==> config.mk <==
export PLATFORM = sky130hd
export DESIGN_NAME = modinv_invert_scheduler_flat
export DESIGN_NICKNAME = d
export VERILOG_FILES = /design/src/rtl/modinv_invert_scheduler_if.sv /design/src/rtl/modinv_invert_scheduler.sv /design/src/flat_wrapper.sv
export SDC_FILE = /design/constraint.sdc
export NUM_CORES = 1
export LEC_CHECK = 0
export CAP_MARGIN = 20
export CORE_UTILIZATION = 60
export CTS_CLUSTER_DIAMETER = 200
export CTS_CLUSTER_SIZE = 16
export DETAILED_ROUTE_END_ITERATION = 10
export DONT_BUFFER_PORTS = 1
export PLACE_DENSITY_LB_ADDON = 0.05
export SLEW_MARGIN = 0
export SYNTH_ARGS = -nofsm -noshare
export SYNTH_HDL_FRONTEND = slang
export SYNTH_SLANG_ARGS = --single-unit
==> constraint.sdc <==
create_clock -name clk -period 3.4 [get_ports clk]
set_input_delay 0.68 -clock clk [delete_from_list [all_inputs] [get_ports clk]]
set_output_delay 0.68 -clock clk [all_outputs]
set_load 0.1 [all_outputs]
==> src/rtl/modinv_invert_scheduler_if.sv <==
// Handshake bundle between the inversion scheduler, its requester and its
// three helper engines (compare, precalc, update).
interface modinv_invert_scheduler_if #(
    parameter int K_BITS = 10
);
    logic              ena;
    logic              rdy;
    logic              cmp_ena;
    logic              cmp_rdy;
    logic              cmp_v_is_zero;
    logic              cmp_u_is_even;
    logic              cmp_v_is_even;
    logic              cmp_u_gt_v;
    logic              precalc_ena;
    logic              precalc_rdy;
    logic              update_ena;
    logic              update_rdy;
    logic [1:0]        update_sel;
    logic [K_BITS-1:0] k;
    logic              err;

    // Scheduler side.
    modport slave (
        input  ena, cmp_rdy, cmp_v_is_zero, cmp_u_is_even, cmp_v_is_even,
               cmp_u_gt_v, precalc_rdy, update_rdy,
        output rdy, cmp_ena, precalc_ena, update_ena, update_sel, k, err
    );

    // Requester and helper side.
    modport master (
        output ena, cmp_rdy, cmp_v_is_zero, cmp_u_is_even, cmp_v_is_even,
               cmp_u_gt_v, precalc_rdy, update_rdy,
        input  rdy, cmp_ena, precalc_ena, update_ena, update_sel, k, err
    );
endinterface

==> src/rtl/modinv_invert_scheduler.sv <==
// Sequencer for the almost-inverse loop: compare, choose a branch, precalc,
// copy back, count iterations until v reaches zero or the limit is hit.
module modinv_invert_scheduler #(
    parameter int OPERAND_WIDTH = 256,
    parameter int K_BITS        = 10
) (
    input  logic                      clk,
    input  logic                      rst,
    modinv_invert_scheduler_if.slave  bus
);
    localparam logic [K_BITS-1:0] K_MAX = K_BITS'(2 * OPERAND_WIDTH);

    typedef enum logic [2:0] {
        IDLE,
        CMP_START,
        CMP_WAIT,
        DECIDE,
        PRE_START,
        PRE_WAIT,
        UPD_START,
        UPD_WAIT
    } state_e;

    typedef enum logic [1:0] {
        U_HALF    = 2'd0,
        V_HALF    = 2'd1,
        U_MINUS_V = 2'd2,
        V_MINUS_U = 2'd3
    } sel_e;

    state_e            state_q, state_d;
    logic [K_BITS-1:0] k_q, k_d;
    logic              err_q, err_d;
    sel_e              sel_q, sel_d;

    // NOTE: state registers use non-blocking assignments so every flop samples
    // pre-edge values regardless of process evaluation order.
    always_ff @(posedge clk) begin
        if (rst) begin
            state_q <= IDLE;
            k_q     <= '0;
            err_q   <= 1'b0;
            sel_q   <= U_HALF;
        end else begin
            state_q <= state_d;
            k_q     <= k_d;
            err_q   <= err_d;
            sel_q   <= sel_d;
        end
    end

    // NOTE: every output of this block is defaulted first so no path leaves a
    // variable unassigned, which would otherwise infer a latch.
    always_comb begin
        state_d = state_q;
        k_d     = k_q;
        err_d   = err_q;
        sel_d   = sel_q;

        unique case (state_q)
            IDLE: begin
                if (bus.ena) begin
                    k_d     = '0;
                    err_d   = 1'b0;
                    state_d = CMP_START;
                end
            end
            CMP_START: state_d = CMP_WAIT;
            CMP_WAIT: begin
                if (bus.cmp_rdy) state_d = DECIDE;
            end
            DECIDE: begin
                // Flags are only trusted here; branch select is frozen until the next compare.
                if (bus.cmp_v_is_zero) begin
                    err_d   = 1'b0;
                    state_d = IDLE;
                end else if (k_q == K_MAX) begin
                    err_d   = 1'b1;
                    state_d = IDLE;
                end else begin
                    if (bus.cmp_u_is_even)      sel_d = U_HALF;
                    else if (bus.cmp_v_is_even) sel_d = V_HALF;
                    else if (bus.cmp_u_gt_v)    sel_d = U_MINUS_V;
                    else                        sel_d = V_MINUS_U;
                    state_d = PRE_START;
                end
            end
            PRE_START: state_d = PRE_WAIT;
            PRE_WAIT: begin
                if (bus.precalc_rdy) state_d = UPD_START;
            end
            UPD_START: state_d = UPD_WAIT;
            UPD_WAIT: begin
                if (bus.update_rdy) begin
                    if (k_q != K_MAX) k_d = k_q + 1'b1;
                    state_d = CMP_START;
                end
            end
            default: state_d = IDLE;
        endcase
    end

    assign bus.rdy         = (state_q == IDLE);
    assign bus.cmp_ena     = (state_q == CMP_START);
    assign bus.precalc_ena = (state_q == PRE_START);
    assign bus.update_ena  = (state_q == UPD_START);
    assign bus.update_sel  = sel_q;
    assign bus.k           = k_q;
    assign bus.err         = err_q;
endmodule

==> src/flat_wrapper.sv <==
// flat-port wrapper written by rule: the top's interface ports become plain ports
module modinv_invert_scheduler_flat 
#(
    parameter int OPERAND_WIDTH = 256,
    parameter int K_BITS        = 10
)
  (clk, rst, bus_ena, bus_cmp_rdy, bus_cmp_v_is_zero, bus_cmp_u_is_even, bus_cmp_v_is_even, bus_cmp_u_gt_v, bus_precalc_rdy, bus_update_rdy, bus_rdy, bus_cmp_ena, bus_precalc_ena, bus_update_ena, bus_update_sel, bus_k, bus_err);
  modinv_invert_scheduler_if #(.K_BITS(K_BITS)) bus_i ();
  input  logic clk;
  input  logic rst;
  input wire logic [$bits(bus_i.ena)-1:0] bus_ena;
  input wire logic [$bits(bus_i.cmp_rdy)-1:0] bus_cmp_rdy;
  input wire logic [$bits(bus_i.cmp_v_is_zero)-1:0] bus_cmp_v_is_zero;
  input wire logic [$bits(bus_i.cmp_u_is_even)-1:0] bus_cmp_u_is_even;
  input wire logic [$bits(bus_i.cmp_v_is_even)-1:0] bus_cmp_v_is_even;
  input wire logic [$bits(bus_i.cmp_u_gt_v)-1:0] bus_cmp_u_gt_v;
  input wire logic [$bits(bus_i.precalc_rdy)-1:0] bus_precalc_rdy;
  input wire logic [$bits(bus_i.update_rdy)-1:0] bus_update_rdy;
  output wire logic [$bits(bus_i.rdy)-1:0] bus_rdy;
  output wire logic [$bits(bus_i.cmp_ena)-1:0] bus_cmp_ena;
  output wire logic [$bits(bus_i.precalc_ena)-1:0] bus_precalc_ena;
  output wire logic [$bits(bus_i.update_ena)-1:0] bus_update_ena;
  output wire logic [$bits(bus_i.update_sel)-1:0] bus_update_sel;
  output wire logic [$bits(bus_i.k)-1:0] bus_k;
  output wire logic [$bits(bus_i.err)-1:0] bus_err;
  assign bus_i.ena = bus_ena;
  assign bus_i.cmp_rdy = bus_cmp_rdy;
  assign bus_i.cmp_v_is_zero = bus_cmp_v_is_zero;
  assign bus_i.cmp_u_is_even = bus_cmp_u_is_even;
  assign bus_i.cmp_v_is_even = bus_cmp_v_is_even;
  assign bus_i.cmp_u_gt_v = bus_cmp_u_gt_v;
  assign bus_i.precalc_rdy = bus_precalc_rdy;
  assign bus_i.update_rdy = bus_update_rdy;
  assign bus_rdy = bus_i.rdy;
  assign bus_cmp_ena = bus_i.cmp_ena;
  assign bus_precalc_ena = bus_i.precalc_ena;
  assign bus_update_ena = bus_i.update_ena;
  assign bus_update_sel = bus_i.update_sel;
  assign bus_k = bus_i.k;
  assign bus_err = bus_i.err;
  modinv_invert_scheduler #(.OPERAND_WIDTH(OPERAND_WIDTH), .K_BITS(K_BITS)) u_core (.clk(clk), .rst(rst), .bus(bus_i));
endmodule
==> run metrics, run 1 <==
drt first-iter violations 25; num ports 27; routability cong. 0.8113; synth warn 0; CTS clock-pin slew for the worst setup and hold paths 0.10 ns; final setup vio count 0; final period utilization 0.6376; final wirelength 1.986 mm; Synth Area in Compound Gates 0.1995; final hold violation count 0; DR pass1 iterations 4; syn_nets 125; antenna-violating nets left 0; Worst VDD drop 0.3186 mV; number of clock sinks 16; Cell Pwr Density 385.8 mW/mm^2; gr usage total 0.2614; FF-to-FF Start u_core.state_q[1]; total chip power 421.9 uW; DR DRC count 0; async set or reset register ratio after synthesis 0; outcome finished, final reports clean; max-slew violations 0; Maximum Capacitance Violations 0; CP Max Fanout 13; Inserted Diodes 0; Syn-to-layout area delta 17.79%; total CTS buffers 3; Leakage 0.3966 nW; routed len/inst 14.19 um; Reg area 320.3 um^2; clk root buf clkbuf_4; CP Data Required Time 2.72 ns; grt ovf 0; clk_lat worst skew 0.29 ns; Setup Buffers After CTS 0; largest net degree at the start of global routing 16; Worst Tran Pin Value 1.018 ns; mux share of post-synthesis cell area 0.03235; multi-input logic area 576.8 um^2; Hold-fix buffers, CTS 0; drt via density 6.107; CP endpoint bus_precalc_ena; RSZ-0062 raised after global routing false; flop-to-flop setup slack 1.37 ns; Final min period 2.168 ns; routed vias 855; first-pass GRT wire length 2.946 mm; setup TNS 0 ns; library cells used by synthesis 34; IO buf count 0; simple-gate share of the synthesized area 0.2925; CP startpoint u_core.state_q[2]; Final nets 138; Max Fclk 461.3 MHz; Worst Setup Path Type flop to output port; CP endpoint kind output port; Cell Area, Synth 928.4 um^2; Rows 13; Mapped Cells 113; Layout fillers 105; PostCTS Resize Cnt 0; Synth Area in XOR/XNOR 0.04717; startpoint types flop; initial antenna violation count 0; reg2reg path depth 4; Worst Slack Setup Final 1.232 ns; Slew Limit Headroom 0.3203; htree depth 1; pre-CTS setup slack 1.392 ns; Area after DPL 0.001057 mm^2; HPWL reported at the end of detailed placement 1.487 mm; DIE HEIGHT 41.34 um; Synth Flop Type dfxtp_1; layout cells sized above 1 0.2000; Clock Skews 0.006934 ns; sequential area share after synthesis 0.3450; Arr. time, crit path 1.49 ns; post-layout util 0.8004; starting density of the core 0.6795; CTS max path bufs 2; Worst R2R End u_core.bus.k[2]; die width 41.34 um; adder-cell share of the synthesized area 0.02695; vias in the first global route 690; Worst Hold Class input pin to flop; Core Area 0.001366 mm^2; design area 0.001094 mm^2; DIE AREA 0.001709 mm^2; largest family of logic cells by synthesized area simple AND/OR/NAND/NOR gates; Avg Inst Size Synth 8.216 um^2; CTS tree done; synthesized flop and latch total 16; number of synthesized flops with an enable pin 0
==> where the power goes <==
part	internal, mW	leakage [nW]	switching [mW]
clock	0.0652	0.0210	0.0609
combinational	0.0234	0.246	0.0593
sequential	0.192	0.130	0.0208
total	0.281	0.397	0.141
==> worst max-delay path, cell delays in order (launching register included) <==
cell and delay, ns:
dfxtp_1 0.61, inv_1 0.16, nor3_2 0.19, clkbuf_16 0.24
==> layout make-up <==
class,count,share of cell area
inverter,5,0.01716
tap,15,0.01716
multi-input combinational,86,0.5275
sequential,16,0.2929
timing repair buffer,14,0.1121
clock buffer,4,0.03318
==> cell families (layout without fill, tap and decap cells) <==
logic type	after synthesis	count (layout)
and+or+nand+nor	51	51
DFF	16	16
adders and majority gates	2	2
muxes	3	3
xor gates and xnor gates	5	5
AOI/OAI and AO/OA	25	25
buffers and inverters	11	23
==> metrics by stage <==
stage	hold slack [ns]	std cells
floorplan	0.6598	113
global placement	0.5164	136
detailed placement	0.5328	136
CTS	0.4425	140
global route	0.4373	140
finish	0.4435	140
==> synthesized netlist by cell type (2+ instances only) <==
master | number | area (um^2)
nand2_1 | 8 | 30.03
mux2i_1 | 3 | 30.03
a21oi_1 | 11 | 55.05
nand3_1 | 7 | 35.03
buf_4 | 2 | 15.01
or3_1 | 3 | 18.77
a2111oi_4 | 2 | 55.05
nand4_1 | 2 | 12.51
nand2b_1 | 2 | 12.51
nor3_1 | 3 | 15.01
buf_2 | 3 | 15.01
o21ai_0 | 7 | 35.03
inv_1 | 5 | 18.77
nor2_1 | 15 | 56.30
xnor2_1 | 5 | 43.79
ha_1 | 2 | 25.02
dfxtp_1 | 16 | 320.3
==> worst min-delay path by stage <==
stage | start | to | slack, ns | depth (start not counted)
2_1_floorplan | u_core.state_q[0] | u_core.bus.k[2] | 0.66 | 4
3_3_place_gp | u_core.bus.k[8] | u_core.bus.k[8] | 0.52 | 2
3_5_place_dp | u_core.bus.k[8] | u_core.bus.k[8] | 0.53 | 2
4_1_cts | rst | u_core.bus.update_sel[1] | 0.44 | 1
5_1_grt | rst | u_core.bus.update_sel[1] | 0.44 | 1
6_report | rst | u_core.bus.update_sel[1] | 0.44 | 1
==> flip-flops by register name (all words and copies together), names as in the netlist <==
register / count
u_core.bus.k: 10
u_core.state_q: 3
u_core.bus.err: 1
u_core.bus.update_sel: 2
==> metal layers <==
layer  vias up  global-route usage  routed length (um)
li1        435                   -                   -
met1       375              0.3257                 907
met4         0             0.09677                  18
met5         -                   0                   0
met2        41              0.4336                 884
met3         4             0.06383                 175
==> cells in the final DEF, fill, tap and decap left out, types with 2 or more instances in the layout <==
| cell | n |
|---|---|
| nand2b_1 | 2 |
| nor2_2 | 2 |
| a2111oi_4 | 2 |
| clkbuf_4 | 3 |
| dfxtp_1 | 16 |
| xnor2_1 | 5 |
| or3_1 | 3 |
| a21oi_1 | 11 |
| ha_1 | 2 |
| buf_4 | 13 |
| nand3_1 | 7 |
| nand4_1 | 2 |
| mux2i_1 | 3 |
| nor2_1 | 13 |
| nand2_1 | 8 |
| o21ai_0 | 7 |
| inv_1 | 5 |
Note: power is estimated with default switching activity, not from simulation.
==> inputs of run 2 (changes only) <==
Clock period 3.4 ns to 2.2 ns, I/O delays scaled along.
==> run 2 against run 1 <==
First-iteration DRC count shrank 28%; count of clock-buffer cells in the layout fell by 1; critical path type unchanged; sequential share of layout area fell by 0.13 points; combinational power grew 87%; non-clock buffer count up 6; routed wire length increased by 5.3%.
==> run metrics, run 2 (synthesized netlist as in run 1, its figures left out) <==
final hold violation count 0 (unchanged); Hold-fix buffers, CTS 0 (unchanged); Slew Limit Headroom 0.6801 (was 0.3203); first-pass GRT wire length 2.939 mm (was 2.946 mm); grt ovf 0 (unchanged); Worst Tran Pin Value 0.4755 ns (was 1.018 ns); WP buf/inv 2 (unchanged); post-layout util 0.8196 (was 0.8004); htree depth 1 (unchanged); Worst VDD drop 0.4862 mV (was 0.3186 mV); Worst Slack Setup Final 0.2543 ns (was 1.232 ns); HPWL reported at the end of detailed placement 1.641 mm (was 1.487 mm); IO buf count 0 (unchanged); CP Max Fanout 13 (unchanged); DR DRC count 0 (unchanged); Layout fillers 90 (was 105); Setup Buffers After CTS 0 (unchanged); clk root buf clkbuf_4 (unchanged); final period utilization 0.8844; Max Fclk 513.9 MHz; CTS max path bufs 2 (unchanged); num ports 27 (unchanged); CP Data Required Time 1.76 ns (was 2.72 ns); CTS clock-pin slew for the worst setup and hold paths 0.09 ns (was 0.10 ns); commonest cells after routing, fill and taps aside buf_4 (20), nor2_1 (13), a21oi_1 (11), dfxtp_1 (11), nand2_1 (8) (was dfxtp_1 (16), nor2_1 (13), buf_4 (13)); Clock Skews 0.004379 ns (was 0.006934 ns); Hold Crit Start rst (unchanged); CP peak stage delay 0.61 ns (about the same); layout cells sized above 1 0.2692 (was 0.2000); final wirelength 2.092 mm (was 1.986 mm); largest net degree at the start of global routing 14 (was 16); most common cell after layout, fill and taps aside buf_4 (was dfxtp_1); Maximum Capacitance Violations 0 (unchanged); CP delay by family, top flip-flops (unchanged); startpoint types flop (unchanged); max FFs per register 10 (unchanged); Rows 13 (unchanged); routed vias 902 (was 855); routed len/inst 14.43 um (was 14.19 um); DIE HEIGHT 41.34 um (unchanged); Syn-to-layout area delta 20.62% (was 17.79%); drt first-iter violations 18 (was 25); number of clock sinks 16 (unchanged); Worst path slowest cell dfxtp_1 (unchanged); CP startpoint u_core.state_q[2] (unchanged); total CTS buffers 3 (unchanged); CTS tree done (unchanged); crit-path cells inv_1 > nor3_4 > buf_4 (was inv_1 > nor3_2 > clkbuf_16); clk_lat worst skew 0.29 ns (about the same); Cell Pwr Density 556.0 mW/mm^2 (was 385.8 mW/mm^2); Worst Hold Slack 0.2121 ns (was 0.4435 ns); Inserted Diodes 0 (unchanged); final setup vio count 0 (unchanged); routability cong. 0.7926 (was 0.8113); Core Area 0.001366 mm^2 (unchanged); FF-to-FF Start u_core.state_q[1] (unchanged); PostCTS Resize Cnt 0 (unchanged); DIE AREA 0.001709 mm^2 (unchanged); initial antenna violation count 0 (unchanged); starting density of the core 0.6795 (unchanged); Final min period 1.946 ns; Arr. time, crit path 1.51 ns (was 1.49 ns); outcome finished, final reports clean (unchanged); Leakage 0.4147 nW (was 0.3966 nW); CP endpoint kind output port (unchanged); Worst Hold Class input pin to flop (unchanged); Worst Setup Path Type flop to output port (unchanged); pre-CTS setup slack 0.3526 ns (was 1.392 ns); gr usage total 0.2664 (was 0.2614); vias in the first global route 694 (was 690); setup TNS 0 ns (unchanged); antenna-violating nets left 0 (unchanged); max-slew violations 0 (unchanged); die width 41.34 um (unchanged); Final nets 144 (was 138); drt via density 6.221 (was 6.107); DR pass1 iterations 4 (unchanged); RSZ-0062 raised after global routing false (unchanged)
==> run 2: changes by cell type in the layout (fill, tap and decap cells not counted), sizes merged <==
cell    before  now
buf         13   20
clkbuf       5    3
==> run 2: layout make-up <==
cell class,count,area [um^2],share of cell area
clock buffer,3,22.52,0.02011
inverter,5,18.77,0.01676
multi-input combinational,86,583.1,0.5207
sequential,16,326.6,0.2916
tap,15,18.77,0.01676
timing repair buffer,20,150.1,0.1341
==> run 2: through the flow <==
stage,std cells,area (um^2),power [mW]
floorplan,113,962.2,0.4482
global placement,142,1097,0.4689
detailed placement,142,1097,0.4731
CTS,145,1120,0.6233
global route,145,1120,0.6470
finish,145,1120,0.6227
==> run 2: where the power goes <==
group	switching (mW)	internal, mW
Sequential	0.0135	0.298
Clock	0.0923	0.0637
Combinational	0.112	0.0432
Total	0.218	0.405
==> run 2: path summary, 6_finish.rpt <==
path | end | slack [ns] | depth (start not counted)
max | bus_precalc_ena | 0.25 | 3
min | u_core.bus.update_sel[1] | 0.21 | 1
max reg2reg | u_core.bus.k[9] | 0.34 | 5
min reg2reg | u_core.bus.k[2] | 0.52 | 2
==> run 2: worst register-to-register path: stages (launching register included) <==
cell       delay, ns
dfxtp_1         0.50
buf_4           0.23
nand4_1         0.34
a2111oi_4       0.50
xnor2_1         0.16
nor2_1          0.05
==> run 2: per-layer routing <==
layer,wire [um],share of wire,vias to the layer above,track usage
met5,0,0,-,0
met4,37,0.018,0,0.1371
met3,103,0.049,5,0.05319
met2,983,0.47,33,0.4258
met1,968,0.46,425,0.3377
li1,-,-,439,-
==> inputs of run 3 (changes only) <==
Settings changed: CAP_MARGIN 20 to 10, CTS_CLUSTER_DIAMETER 200 to default.
==> results of run 3 <==
Same layout as run 2: the final DEF is identical, and so are final timing and power.
